`src/rtl/csr_pkg.sv`:
```
// ============================================================================
// Module : csr_pkg
// Brief  : Machine-mode CSR addresses, op encodings, mstatus/mip bit indices
//          and interrupt cause codes shared by the CSR unit.
// Rev    : 1.0
// ============================================================================
`default_nettype none

package csr_pkg;

    localparam logic [11:0] CSR_MSTATUS   = 12'h300;
    localparam logic [11:0] CSR_MISA      = 12'h301;
    localparam logic [11:0] CSR_MIE       = 12'h304;
    localparam logic [11:0] CSR_MTVEC     = 12'h305;
    localparam logic [11:0] CSR_MSCRATCH  = 12'h340;
    localparam logic [11:0] CSR_MEPC      = 12'h341;
    localparam logic [11:0] CSR_MCAUSE    = 12'h342;
    localparam logic [11:0] CSR_MTVAL     = 12'h343;
    localparam logic [11:0] CSR_MIP       = 12'h344;
    localparam logic [11:0] CSR_MCYCLE    = 12'hB00;
    localparam logic [11:0] CSR_MINSTRET  = 12'hB02;
    localparam logic [11:0] CSR_MCYCLEH   = 12'hB80;
    localparam logic [11:0] CSR_MINSTRETH = 12'hB82;
    localparam logic [11:0] CSR_CYCLE     = 12'hC00;
    localparam logic [11:0] CSR_INSTRET   = 12'hC02;
    localparam logic [11:0] CSR_CYCLEH    = 12'hC80;
    localparam logic [11:0] CSR_INSTRETH  = 12'hC82;
    localparam logic [11:0] CSR_MHARTID   = 12'hF14;

    typedef enum logic [1:0] {
        CSR_OP_NONE = 2'b00,
        CSR_OP_RW   = 2'b01,
        CSR_OP_RS   = 2'b10,
        CSR_OP_RC   = 2'b11
    } csr_op_e;

    localparam int MSTATUS_MIE  = 3;
    localparam int MSTATUS_MPIE = 7;

    localparam int IRQ_MSI = 3;
    localparam int IRQ_MTI = 7;
    localparam int IRQ_MEI = 11;

    localparam logic [31:0] CAUSE_MSI = 32'h8000_0003;
    localparam logic [31:0] CAUSE_MTI = 32'h8000_0007;
    localparam logic [31:0] CAUSE_MEI = 32'h8000_000B;

endpackage

`default_nettype wire

```
`src/rtl/csr_counter.sv`:
```
// ============================================================================
// Module : csr_counter
// Brief  : W-bit free-running/enabled counter with independent 32-bit half
//          writes; a write to either half suppresses that cycle's increment.
// Rev    : 1.0
// ============================================================================
`default_nettype none

module csr_counter #(
    parameter int W = 64
) (
    input  logic        clk,
    input  logic        rst_n,
    input  logic        inc,
    input  logic        wr_lo,
    input  logic        wr_hi,
    input  logic [31:0] wdata,
    output logic [63:0] value
);

    localparam int HI_W = (W > 32) ? W - 32 : 1;

    generate
        if (W > 32) begin : g_wide
            logic [31:0]     r_lo;
            logic [HI_W-1:0] r_hi;

            always_ff @(posedge clk or negedge rst_n) begin
                if (!rst_n) begin
                    r_lo <= '0;
                    r_hi <= '0;
                end else if (wr_lo) begin
                    r_lo <= wdata;
                end else if (wr_hi) begin
                    r_hi <= wdata[HI_W-1:0];
                end else if (inc) begin
                    {r_hi, r_lo} <= {r_hi, r_lo} + 1'b1;
                end
            end

            assign value = 64'({r_hi, r_lo});
        end else begin : g_narrow
            logic [W-1:0] r_cnt;

            // High-half writes have no storage but still cancel the increment.
            always_ff @(posedge clk or negedge rst_n) begin
                if (!rst_n) begin
                    r_cnt <= '0;
                end else if (wr_lo) begin
                    r_cnt <= wdata[W-1:0];
                end else if (!wr_hi && inc) begin
                    r_cnt <= r_cnt + 1'b1;
                end
            end

            assign value = 64'(r_cnt);
        end
    endgenerate

endmodule

`default_nettype wire

```
`src/rtl/csr_unit.sv`:
```
// ============================================================================
// Module : csr_unit
// Brief  : Machine-mode CSR unit: Zicsr RMW ops, trap entry/mret stacking,
//          mcycle/minstret counters and prioritised interrupt reporting.
// Rev    : 1.0
// ============================================================================
`default_nettype none

module csr_unit
    import csr_pkg::*;
#(
    parameter int              XLEN      = 32,
    parameter int              COUNTER_W = 64,
    parameter logic [XLEN-1:0] HART_ID   = '0,
    parameter bit              SYNC_IRQ  = 1'b1,
    parameter logic [XLEN-1:0] MISA_VAL  = 32'h4000_0100
) (
    input  logic            clk,
    input  logic            rst_n,
    input  logic [11:0]     csr_addr,
    input  logic [1:0]      csr_op,
    input  logic [XLEN-1:0] csr_wdata,
    input  logic            csr_src_zero,
    output logic [XLEN-1:0] csr_rdata,
    output logic            csr_illegal,
    input  logic            instr_retire,
    input  logic            trap_take,
    input  logic [XLEN-1:0] trap_cause,
    input  logic [XLEN-1:0] trap_pc,
    input  logic [XLEN-1:0] trap_val,
    input  logic            mret,
    input  logic            irq_ext,
    input  logic            irq_timer,
    input  logic            irq_soft,
    output logic [XLEN-1:0] mtvec_out,
    output logic [XLEN-1:0] mepc_out,
    output logic            irq_pending,
    output logic [XLEN-1:0] irq_cause
);

    generate
        if (XLEN != 32 || COUNTER_W < 32 || COUNTER_W > 64) begin : g_bad_param
            $error("csr_unit: XLEN must be 32 and COUNTER_W in 32..64");
        end
    endgenerate

    csr_op_e         w_op;
    logic            r_mstatus_mie;
    logic            r_mstatus_mpie;
    logic [2:0]      r_mie_en;          // {MEIE, MTIE, MSIE}
    logic [XLEN-1:0] r_mtvec;
    logic [XLEN-1:0] r_mscratch;
    logic [XLEN-1:0] r_mepc;
    logic [XLEN-1:0] r_mcause;
    logic [XLEN-1:0] r_mtval;
    logic [2:0]      w_irq_sync;        // {ext, timer, soft}
    logic [XLEN-1:0] w_mstatus;
    logic [XLEN-1:0] w_mie;
    logic [XLEN-1:0] w_mip;
    logic [XLEN-1:0] w_pend;
    logic [XLEN-1:0] w_old;
    logic [XLEN-1:0] w_wval;
    logic            w_impl;
    logic            w_ro;
    logic            w_wr_try;
    logic            w_we;
    logic [63:0]     w_cycle;
    logic [63:0]     w_instret;

    assign w_op = csr_op_e'(csr_op);

    generate
        if (SYNC_IRQ) begin : g_sync
            logic [2:0] r_sync1;
            logic [2:0] r_sync2;
            always_ff @(posedge clk or negedge rst_n) begin
                if (!rst_n) begin
                    r_sync1 <= '0;
                    r_sync2 <= '0;
                end else begin
                    r_sync1 <= {irq_ext, irq_timer, irq_soft};
                    r_sync2 <= r_sync1;
                end
            end
            assign w_irq_sync = r_sync2;
        end else begin : g_direct
            assign w_irq_sync = {irq_ext, irq_timer, irq_soft};
        end
    endgenerate

    always_comb begin
        w_mstatus = '0;
        w_mstatus[12:11] = 2'b11;
        w_mstatus[MSTATUS_MIE]  = r_mstatus_mie;
        w_mstatus[MSTATUS_MPIE] = r_mstatus_mpie;
        w_mie = '0;
        w_mie[IRQ_MEI] = r_mie_en[2];
        w_mie[IRQ_MTI] = r_mie_en[1];
        w_mie[IRQ_MSI] = r_mie_en[0];
        w_mip = '0;
        w_mip[IRQ_MEI] = w_irq_sync[2];
        w_mip[IRQ_MTI] = w_irq_sync[1];
        w_mip[IRQ_MSI] = w_irq_sync[0];
    end

    always_comb begin
        w_impl = 1'b1;
        w_old  = '0;
        case (csr_addr)
            CSR_MSTATUS:               w_old = w_mstatus;
            CSR_MISA:                  w_old = MISA_VAL;
            CSR_MIE:                   w_old = w_mie;
            CSR_MTVEC:                 w_old = r_mtvec;
            CSR_MSCRATCH:              w_old = r_mscratch;
            CSR_MEPC:                  w_old = r_mepc;
            CSR_MCAUSE:                w_old = r_mcause;
            CSR_MTVAL:                 w_old = r_mtval;
            CSR_MIP:                   w_old = w_mip;
            CSR_MCYCLE, CSR_CYCLE:     w_old = w_cycle[31:0];
            CSR_MCYCLEH, CSR_CYCLEH:   w_old = w_cycle[63:32];
            CSR_MINSTRET, CSR_INSTRET: w_old = w_instret[31:0];
            CSR_MINSTRETH, CSR_INSTRETH: w_old = w_instret[63:32];
            CSR_MHARTID:               w_old = HART_ID;
            default:                   w_impl = 1'b0;
        endcase
    end

    always_comb begin
        w_wval = csr_wdata;
        case (w_op)
            CSR_OP_RS: w_wval = w_old | csr_wdata;
            CSR_OP_RC: w_wval = w_old & ~csr_wdata;
            default:   w_wval = csr_wdata;
        endcase
    end

    assign w_ro        = (csr_addr[11:10] == 2'b11) || (csr_addr == CSR_MISA);
    assign w_wr_try    = (w_op == CSR_OP_RW) ||
                         (((w_op == CSR_OP_RS) || (w_op == CSR_OP_RC)) && !csr_src_zero);
    assign csr_illegal = (w_op != CSR_OP_NONE) && (!w_impl || (w_wr_try && w_ro));
    assign csr_rdata   = ((w_op != CSR_OP_NONE) && w_impl) ? w_old : '0;
    assign w_we        = w_wr_try && w_impl && !w_ro && !trap_take && !mret;

    always_ff @(posedge clk or negedge rst_n) begin
        if (!rst_n) begin
            r_mstatus_mie  <= 1'b0;
            r_mstatus_mpie <= 1'b0;
            r_mie_en       <= '0;
            r_mtvec        <= '0;
            r_mscratch     <= '0;
            r_mepc         <= '0;
            r_mcause       <= '0;
            r_mtval        <= '0;
        end else if (trap_take) begin
            r_mepc         <= trap_pc & ~32'h3;
            r_mcause       <= trap_cause;
            r_mtval        <= trap_val;
            r_mstatus_mpie <= r_mstatus_mie;
            r_mstatus_mie  <= 1'b0;
        end else if (mret) begin
            r_mstatus_mie  <= r_mstatus_mpie;
            r_mstatus_mpie <= 1'b1;
        end else if (w_we) begin
            case (csr_addr)
                CSR_MSTATUS: begin
                    r_mstatus_mie  <= w_wval[MSTATUS_MIE];
                    r_mstatus_mpie <= w_wval[MSTATUS_MPIE];
                end
                CSR_MIE:      r_mie_en   <= {w_wval[IRQ_MEI], w_wval[IRQ_MTI], w_wval[IRQ_MSI]};
                // Reserved MODE encodings leave the previous MODE in place.
                CSR_MTVEC:    r_mtvec    <= {w_wval[XLEN-1:2], w_wval[1] ? r_mtvec[1:0] : w_wval[1:0]};
                CSR_MSCRATCH: r_mscratch <= w_wval;
                CSR_MEPC:     r_mepc     <= w_wval & ~32'h3;
                CSR_MCAUSE:   r_mcause   <= w_wval;
                CSR_MTVAL:    r_mtval    <= w_wval;
                default:      ;
            endcase
        end
    end

    csr_counter #(.W(COUNTER_W)) u_mcycle (
        .clk   (clk),
        .rst_n (rst_n),
        .inc   (1'b1),
        .wr_lo (w_we && (csr_addr == CSR_MCYCLE)),
        .wr_hi (w_we && (csr_addr == CSR_MCYCLEH)),
        .wdata (w_wval),
        .value (w_cycle)
    );

    csr_counter #(.W(COUNTER_W)) u_minstret (
        .clk   (clk),
        .rst_n (rst_n),
        .inc   (instr_retire),
        .wr_lo (w_we && (csr_addr == CSR_MINSTRET)),
        .wr_hi (w_we && (csr_addr == CSR_MINSTRETH)),
        .wdata (w_wval),
        .value (w_instret)
    );

    assign w_pend      = w_mip & w_mie;
    assign irq_pending = r_mstatus_mie && (|w_pend);

    always_comb begin
        irq_cause = '0;
        if (w_pend[IRQ_MEI])      irq_cause = CAUSE_MEI;
        else if (w_pend[IRQ_MSI]) irq_cause = CAUSE_MSI;
        else if (w_pend[IRQ_MTI]) irq_cause = CAUSE_MTI;
    end

    assign mtvec_out = r_mtvec;
    assign mepc_out  = r_mepc;

endmodule

`default_nettype wire

```
`config.mk`:
```
export PLATFORM = sky130hd
export DESIGN_NAME = csr_unit
export DESIGN_NICKNAME = d
export VERILOG_FILES = /design/src/rtl/csr_pkg.sv /design/src/rtl/csr_counter.sv /design/src/rtl/csr_unit.sv
export SDC_FILE = /design/constraint.sdc
export NUM_CORES = 1
export LEC_CHECK = 0
export CAP_MARGIN = 25
export CORE_MARGIN = 1
export CORE_UTILIZATION = 40
export CTS_BUF_LIST = sky130_fd_sc_hd__clkbuf_16
export CTS_CLUSTER_SIZE = 30
export DETAILED_ROUTE_END_ITERATION = 8
export SETUP_SLACK_MARGIN = 0.4
export SLEW_MARGIN = 10
export SYNTH_ARGS = -nofsm -noshare
export SYNTH_HDL_FRONTEND = slang
export SYNTH_SLANG_ARGS = --single-unit
```
`constraint.sdc`:
```
create_clock -name clk -period 6.15 [get_ports clk]
set_input_delay 1.5375 -clock clk [delete_from_list [all_inputs] [get_ports clk]]
set_output_delay 1.5375 -clock clk [all_outputs]
set_load 0.02 [all_outputs]
```
# ---- Yosys cells after proc, flatten, opt, wreduce, memory -nomap -nowiden
# Index checks and enable logic that the tools add are counted.
dict set report word_totals {
  in_bits 151
  reg_bits 298
  elab_cells 132
  out_inout_bits 130
}
dict set report classes {
  bitwise_logic 8
  addsub 2
  reduce_logical 47
  eq_ne 25
  muxes 35
}
# operator n
set op_table {}
lappend op_table {{32-bit 2-to-1 mux} 24}
lappend op_table {{32-bit one-hot mux with 13 select lines} 1}
lappend op_table {{64-bit by 1-bit adder with 64-bit output, second input constant} 2}
lappend op_table {{12-bit by 10-bit equality test with 1-bit output, second input constant} 9}
lappend op_table {{12-bit equality test, second input constant} 9}
lappend op_table {{32-bit one-hot mux with 2 select lines} 1}
lappend op_table {{32-bit AND} 1}
lappend op_table {{32-bit inverter} 1}
lappend op_table {{32-bit bitwise OR} 1}
lappend op_table {{32-bit OR reduction} 1}
lappend op_table {{18-bit OR reduction} 1}
lappend op_table {{2-bit nonzero test} 7}
lappend op_table {{1-bit logical AND} 13}
lappend op_table {{12-bit AND} 1}
lappend op_table {{4-bit AND reduction} 3}
lappend op_table {{1-bit 2-to-1 mux} 9}
lappend op_table {{3-bit AND reduction} 3}
lappend op_table {{2-bit OR reduction} 4}
lappend op_table {{2-bit equality test, second input constant} 3}
lappend op_table {{2-bit AND reduction} 3}
lappend op_table {{3-bit nonzero test} 2}
lappend op_table {{1-bit logical NOT} 5}
lappend op_table {{5-bit AND reduction} 1}
lappend op_table {{1-bit logical OR} 4}
lappend op_table {{4 further kinds} 8}

# ---- Longest topological paths before layout
dict set report logic_depth {
  word_depth 11
  mapped_depth 12
  ltp_nobuf 8
}

# ---- Hierarchy
# From an unflattened synthesis, not the netlist that was laid out.
dict set report hier_totals {
  cells_unflattened 2314
  hier_area_um2 19605.1
}
# module seq_area_each_um2 instances area_each_um2 cells_each
set modules_own_cells {}
lappend modules_own_cells {csr_unit 4204.0 1 11194.5 1285}
lappend modules_own_cells {{csr_counter at u_mcycle} 1601.5 1 4214.0 514}
lappend modules_own_cells {{csr_counter at u_minstret} 1601.5 1 4196.5 515}

# ---- Worst setup path after synthesis
# Ideal clock, no wire load.
dict set report synth_path {
  path_kind {input-to-output}
  start {in csr_addr[4]}
  end {out csr_rdata[27]}
  n_path_buf 3
  arrival_ps 3394
  cell_stages 8
  path_slack_ps 1219
  t_required_ps 4612
  cell_sequence {buf_2 > or4_4 > buf_6 > a211oi_4 > buf_6 > nand2_1 > and3_4 > nor2_1}
}
dict set report synth_between {
  elab_chain_cells 5
  elab_cells_between_ends 27
  cone_classes {eq/ne: 18; mux: 3; reduce/logical: 6}
}
# item line_no
set synth_rtl {}
lappend synth_rtl {{start, declared} csr_unit.sv:20} ;# input logic [11:0] csr_addr,
lappend synth_rtl {{12-bit by 10-bit equality test with 1-bit output or 12-bit equality test (tied branches)} csr_unit.sv:109} ;# case (csr_addr)
lappend synth_rtl {{18-bit OR reduction (no line)} -}
lappend synth_rtl {{1-bit 2-to-1 mux} csr_unit.sv:109}
lappend synth_rtl {{1-bit logical AND} csr_unit.sv:141} ;# assign csr_rdata = ((w_op != CSR_OP_NONE) && w_impl) ? w_old : '0;
lappend synth_rtl {{32-bit 2-to-1 mux *} csr_unit.sv:141}
lappend synth_rtl {{end, declared} csr_unit.sv:24} ;# output logic [XLEN-1:0] csr_rdata,
# Every way passes the cells marked *; elsewhere a longest branch is shown, timed or not.

# ---- Worst setup path after layout
dict set report layout_path {
  start {in csr_addr[3]}
  end {out csr_rdata[24]}
}
# Same word-level chain as after synthesis.

==> impl_metrics.xml <==
<?xml version="1.0" encoding="UTF-8"?>
<metrics>
  <group name="critical_path">
    <metric name="ff2ff_path_depth" unit="">7</metric>
    <metric name="critical_path_peak_fanout" unit="">9</metric>
    <metric name="setup_crit_start" unit="">csr_addr[3]</metric>
    <metric name="critPathCapture" unit="">csr_rdata[24]</metric>
    <metric name="startpoint_type" unit="">primary input</metric>
    <metric name="crit_arrival" unit="ns">4.41</metric>
    <metric name="r2r_start" unit="">u_minstret.g_wide.r_lo[11]</metric>
    <metric name="cp_data_required_time" unit="ns">4.61</metric>
    <metric name="crit-reg2reg-capture" unit="">u_minstret.g_wide.r_hi[30]</metric>
    <metric name="crit_path_kind" unit="">in2out</metric>
    <metric name="cp-end-kind" unit="">output pin</metric>
    <metric name="reg2reg_setup_slack" unit="ns">3.06</metric>
  </group>
  <group name="synthesis">
    <metric name="yosysMostFrequentCell" unit="">sky130_fd_sc_hd__dfrtp_1</metric>
    <metric name="asyncSetResetFlopFracSynth" unit="%">100</metric>
    <metric name="synth_mux_area_share" unit="%">5.25</metric>
    <metric name="post_synth_instance_area" unit="µm²">18100</metric>
    <metric name="netlist_top_cells_area" unit="">sky130_fd_sc_hd__dfrtp_1, sky130_fd_sc_hd__o21ai_0, sky130_fd_sc_hd__nand2_1</metric>
    <metric name="synth_adder_area_share" unit="%">0.139</metric>
    <metric name="netlist_instances" unit="">2046</metric>
    <metric name="synth.lib_cells_used.distinct" unit="">94</metric>
    <metric name="synth_compound_gate_area_share" unit="%">21.7</metric>
    <metric name="synth-xor-area-share" unit="%">3.78</metric>
    <metric name="synth_edf_count" unit="">0</metric>
    <metric name="ys_top_cells_by_count" unit="">sky130_fd_sc_hd__dfrtp_1, sky130_fd_sc_hd__nand2_1, sky130_fd_sc_hd__o21ai_0, sky130_fd_sc_hd__a21oi_1, sky130_fd_sc_hd__nor2_1</metric>
    <metric name="synth_flop_cell" unit="">sky130_fd_sc_hd__dfrtp_1</metric>
    <metric name="synth_top_cell_area_share" unit="%">41.0</metric>
    <metric name="yosys_register_bits" unit="">296</metric>
    <metric name="synthesis.yosys.warnings" unit="">0</metric>
    <metric name="synthSimpleGateAreaFrac" unit="%">22.6</metric>
    <metric name="synth.yosys.seq_area_share" unit="%">41.0</metric>
    <metric name="synth_area_leader_cell" unit="">sky130_fd_sc_hd__dfrtp_1</metric>
    <metric name="main_combinational_cell_family_by_area_after_synthesis" unit="">simple AND/OR/NAND/NOR gates</metric>
    <metric name="syn_avg_cell_area" unit="µm²">8.83</metric>
  </group>
  <group name="global_routing">
    <metric name="via_count_of_the_first_global_routing_pass" unit="">17900</metric>
    <metric name="grt_remaining_overflow" unit="">0</metric>
    <metric name="grt_util_met2" unit="%">56.6</metric>
    <metric name="largest_net_degree_at_the_start_of_global_routing" unit="">157</metric>
    <metric name="gr_met1_demand_resource" unit="%">50.5</metric>
    <metric name="groute.usage.overall" unit="%">36.7</metric>
    <metric name="antenna_found_initial" unit="">3</metric>
    <metric name="groute.layer.met3.usage" unit="%">6.62</metric>
    <metric name="grt-busiest-layer" unit="">met2</metric>
    <metric name="grt_first_pass_wirelength" unit="mm">124</metric>
  </group>
  <group name="sta">
    <metric name="tns" unit="ns">0</metric>
    <metric name="maxClockFrequency" unit="MHz">168</metric>
    <metric name="final-setup-viol-count" unit="">0</metric>
    <metric name="timing.slew.headroom" unit="%">28.5</metric>
    <metric name="maxSlewViolCount" unit="">0</metric>
    <metric name="final.min_clock_period" unit="ns">5.94</metric>
    <metric name="unrepaired_setup_endpoints_after_global_routing" unit="">yes</metric>
    <metric name="timing.final.ws_setup" unit="ns">0.206</metric>
    <metric name="count_of_endpoints_failing_hold_in_the_final_timing_report" unit="">0</metric>
    <metric name="clock-skew-final" unit="ns">0.0356</metric>
    <metric name="worst-slew-pin-transition" unit="ns">1.06</metric>
    <metric name="timing.final.crit_share" unit="%">96.6</metric>
  </group>
  <group name="drt">
    <metric name="detail-route-antenna-nets" unit="">0</metric>
    <metric name="drcViolationCount" unit="">0</metric>
    <metric name="vias" unit="">18500</metric>
    <metric name="tritonroute_pass_1_iters" unit="">7</metric>
    <metric name="vias_per_cell" unit="">6.26</metric>
    <metric name="drt_iter0_drc" unit="">2276</metric>
    <metric name="wl_per_cell" unit="µm">28.7</metric>
    <metric name="totalWireLength" unit="mm">85.0</metric>
  </group>
  <group name="layout">
    <metric name="design.final.nets" unit="">2495</metric>
    <metric name="final_standard_cell_count_with_taps_included_and_fillers_excluded" unit="">2964</metric>
    <metric name="final_layout_size_suffix_gt1_share" unit="%">13.9</metric>
    <metric name="syn_to_final_growth" unit="%">28.9</metric>
  </group>
  <group name="clock_tree">
    <metric name="ctsHtreeMaxLevel" unit="">2</metric>
    <metric name="tritoncts" unit="">yes</metric>
    <metric name="clockRootBuffer" unit="">sky130_fd_sc_hd__clkbuf_16</metric>
    <metric name="cts_made_buffers" unit="">37</metric>
    <metric name="cts.sinks" unit="">296</metric>
    <metric name="clk_path_buf_depth" unit="">3</metric>
    <metric name="clock_latency" unit="ns">0.57</metric>
    <metric name="ctsHoldBuffers" unit="">0</metric>
    <metric name="cts.reportedPaths.clkPinSlew" unit="ns">0.05</metric>
  </group>
  <group name="placed_design">
    <metric name="hpwlAfterDp" unit="mm">63.7</metric>
    <metric name="port-buffer-count" unit="">248</metric>
    <metric name="dp.cells" unit="">2885</metric>
    <metric name="preCtsSetupSlack" unit="ns">-0.00316</metric>
    <metric name="gp_congestion" unit="">0.997</metric>
  </group>
  <group name="status">
    <metric name="run_status" unit="">complete, no violations</metric>
  </group>
  <group name="power_and_ir_drop">
    <metric name="power.leakage" unit="µW">0.00950</metric>
    <metric name="cellPowerDensity" unit="nW/µm²">216</metric>
    <metric name="vdd_ir_drop_max" unit="mV">0.136</metric>
  </group>
  <group name="floorplan">
    <metric name="die_h" unit="µm">215</metric>
    <metric name="io_pins" unit="">281</metric>
    <metric name="core-area" unit="µm²">44400</metric>
    <metric name="row_count" unit="">77</metric>
    <metric name="start_util" unit="%">40.7</metric>
    <metric name="chipWidth" unit="µm">215</metric>
    <metric name="die_outline_area" unit="µm²">46000</metric>
  </group>
  <group name="job">
    <metric name="drv.max_cap_violation_count" unit="">0</metric>
  </group>
  <group name="min_path">
    <metric name="min-delay-path-class" unit="">reg2reg</metric>
  </group>
</metrics>
-- per-layer routing --
layer  part of all wire (%)  up-vias
met5                  0.015        -
met2                     45     1080
li1                       -     8114
met4                    4.3        2
met1                     41     9188
met3                     10      158
-- registers in the layout, summed over array words and instances (netlist names), 30 cells and up --
name,count
r_mcause,32
r_mscratch,32
r_mtval,32
u_mcycle.g_wide.r_hi,32
u_mcycle.g_wide.r_lo,32
u_minstret.g_wide.r_hi,32
u_minstret.g_wide.r_lo,32
mtvec_out,31
mepc_out,30
-- through the flow --
step | power (µW) | instance area, µm² | util (%) | hold slack, ns
after global placement | 2880 | 21800 | 49.2 | 0.337
final | 5030 | 23300 | 52.4 | 0.352
after global routing | 5180 | 23300 | 52.4 | 0.358
after CTS | 5030 | 23100 | 52.1 | 0.352
after floorplan | 2500 | 18200 | - | 0.331
after detailed placement | 2890 | 21900 | 49.2 | 0.335
-- cell usage in the layout, fill, tap and decap left out, drive strengths merged, types with 20 or more instances in the layout --
| cell | Yosys | layout |
|---|---|---|
| dfrtp | 296 | 296 |
| nand2 | 260 | 260 |
| o21ai | 225 | 225 |
| clkdlybuf4s50 | 0 | 210 |
| buf | 84 | 164 |
| a21oi | 135 | 135 |
| nor2 | 124 | 124 |
| nor3b | 67 | 67 |
| nand3 | 64 | 64 |
| nor3 | 56 | 56 |
| mux2i | 52 | 52 |
| a22oi | 52 | 52 |
| nand4 | 47 | 47 |
| clkbuf | 95 | 45 |
| xnor2 | 40 | 40 |
| xor2 | 38 | 38 |
| inv | 28 | 35 |
| conb | 1 | 30 |
| and3 | 26 | 26 |
| and4 | 24 | 24 |
| mux2 | 22 | 22 |
| clkinv | 0 | 20 |
-- final cells by class --
class / count / area, µm²
sequential: 296 / 7410
timing repair buffer: 407 / 3790
antenna: 1 / 2.50
inverter: 28 / 105
clock inverter: 29 / 180
fill: 4202 / 21100
clock buffer: 39 / 976
tap: 592 / 741
multi-input combinational: 1572 / 10100
-- report_power, final --
part           switching [µW]  internal, µW  total (µW)  leakage (µW)
Clock                     918          1230        2150      0.000596
Sequential                113          2050        2160       0.00384
Combinational             420           299         719       0.00506
Total                    1450          3580        5030       0.00950
-- worst min path at each step --
| stage | start | depth (start not counted) | endpoint |
|---|---|---|---|
| 3_3_place_gp | g_sync.r_sync1[2] | 0 | g_sync.r_sync2[2] |
| 4_1_cts | g_sync.r_sync1[1] | 0 | g_sync.r_sync2[1] |
| 5_1_grt | g_sync.r_sync1[2] | 0 | g_sync.r_sync2[2] |
| 3_5_place_dp | g_sync.r_sync1[0] | 0 | g_sync.r_sync2[0] |
| 2_1_floorplan | g_sync.r_sync1[0] | 0 | g_sync.r_sync2[0] |
| 6_report | g_sync.r_sync1[1] | 0 | g_sync.r_sync2[1] |
-- logic make-up (layout without fill, tap and decap cells) --
logic type      Yosys count  in the layout
simple gates            774            774
compound gates          606            606
flops                   296            296
buf+inv                 207            503
mux                      82             82
xor+xnor                 78             78
fa+ha+maj                 2              2
other cells               1             31
-- critical path: stages --
cell and delay, ns:
sky130_fd_sc_hd__clkdlybuf4s50_1 0.49, sky130_fd_sc_hd__buf_6 0.20, sky130_fd_sc_hd__nor4b_2 0.32, sky130_fd_sc_hd__buf_4 0.24, sky130_fd_sc_hd__nand2_1 0.19, sky130_fd_sc_hd__o221ai_1 0.47
sky130_fd_sc_hd__nor3_1 0.21, sky130_fd_sc_hd__nor2_1 0.13, sky130_fd_sc_hd__clkdlybuf4s50_1 0.61
-- timing repair --
action                     in CTS  in global routing
setup endpoints to repair      32                 21
pin swaps                       4                  5
gates resized for setup        56                 41
setup buffers                   5                  5
Power figures use the tool's default switching activity.
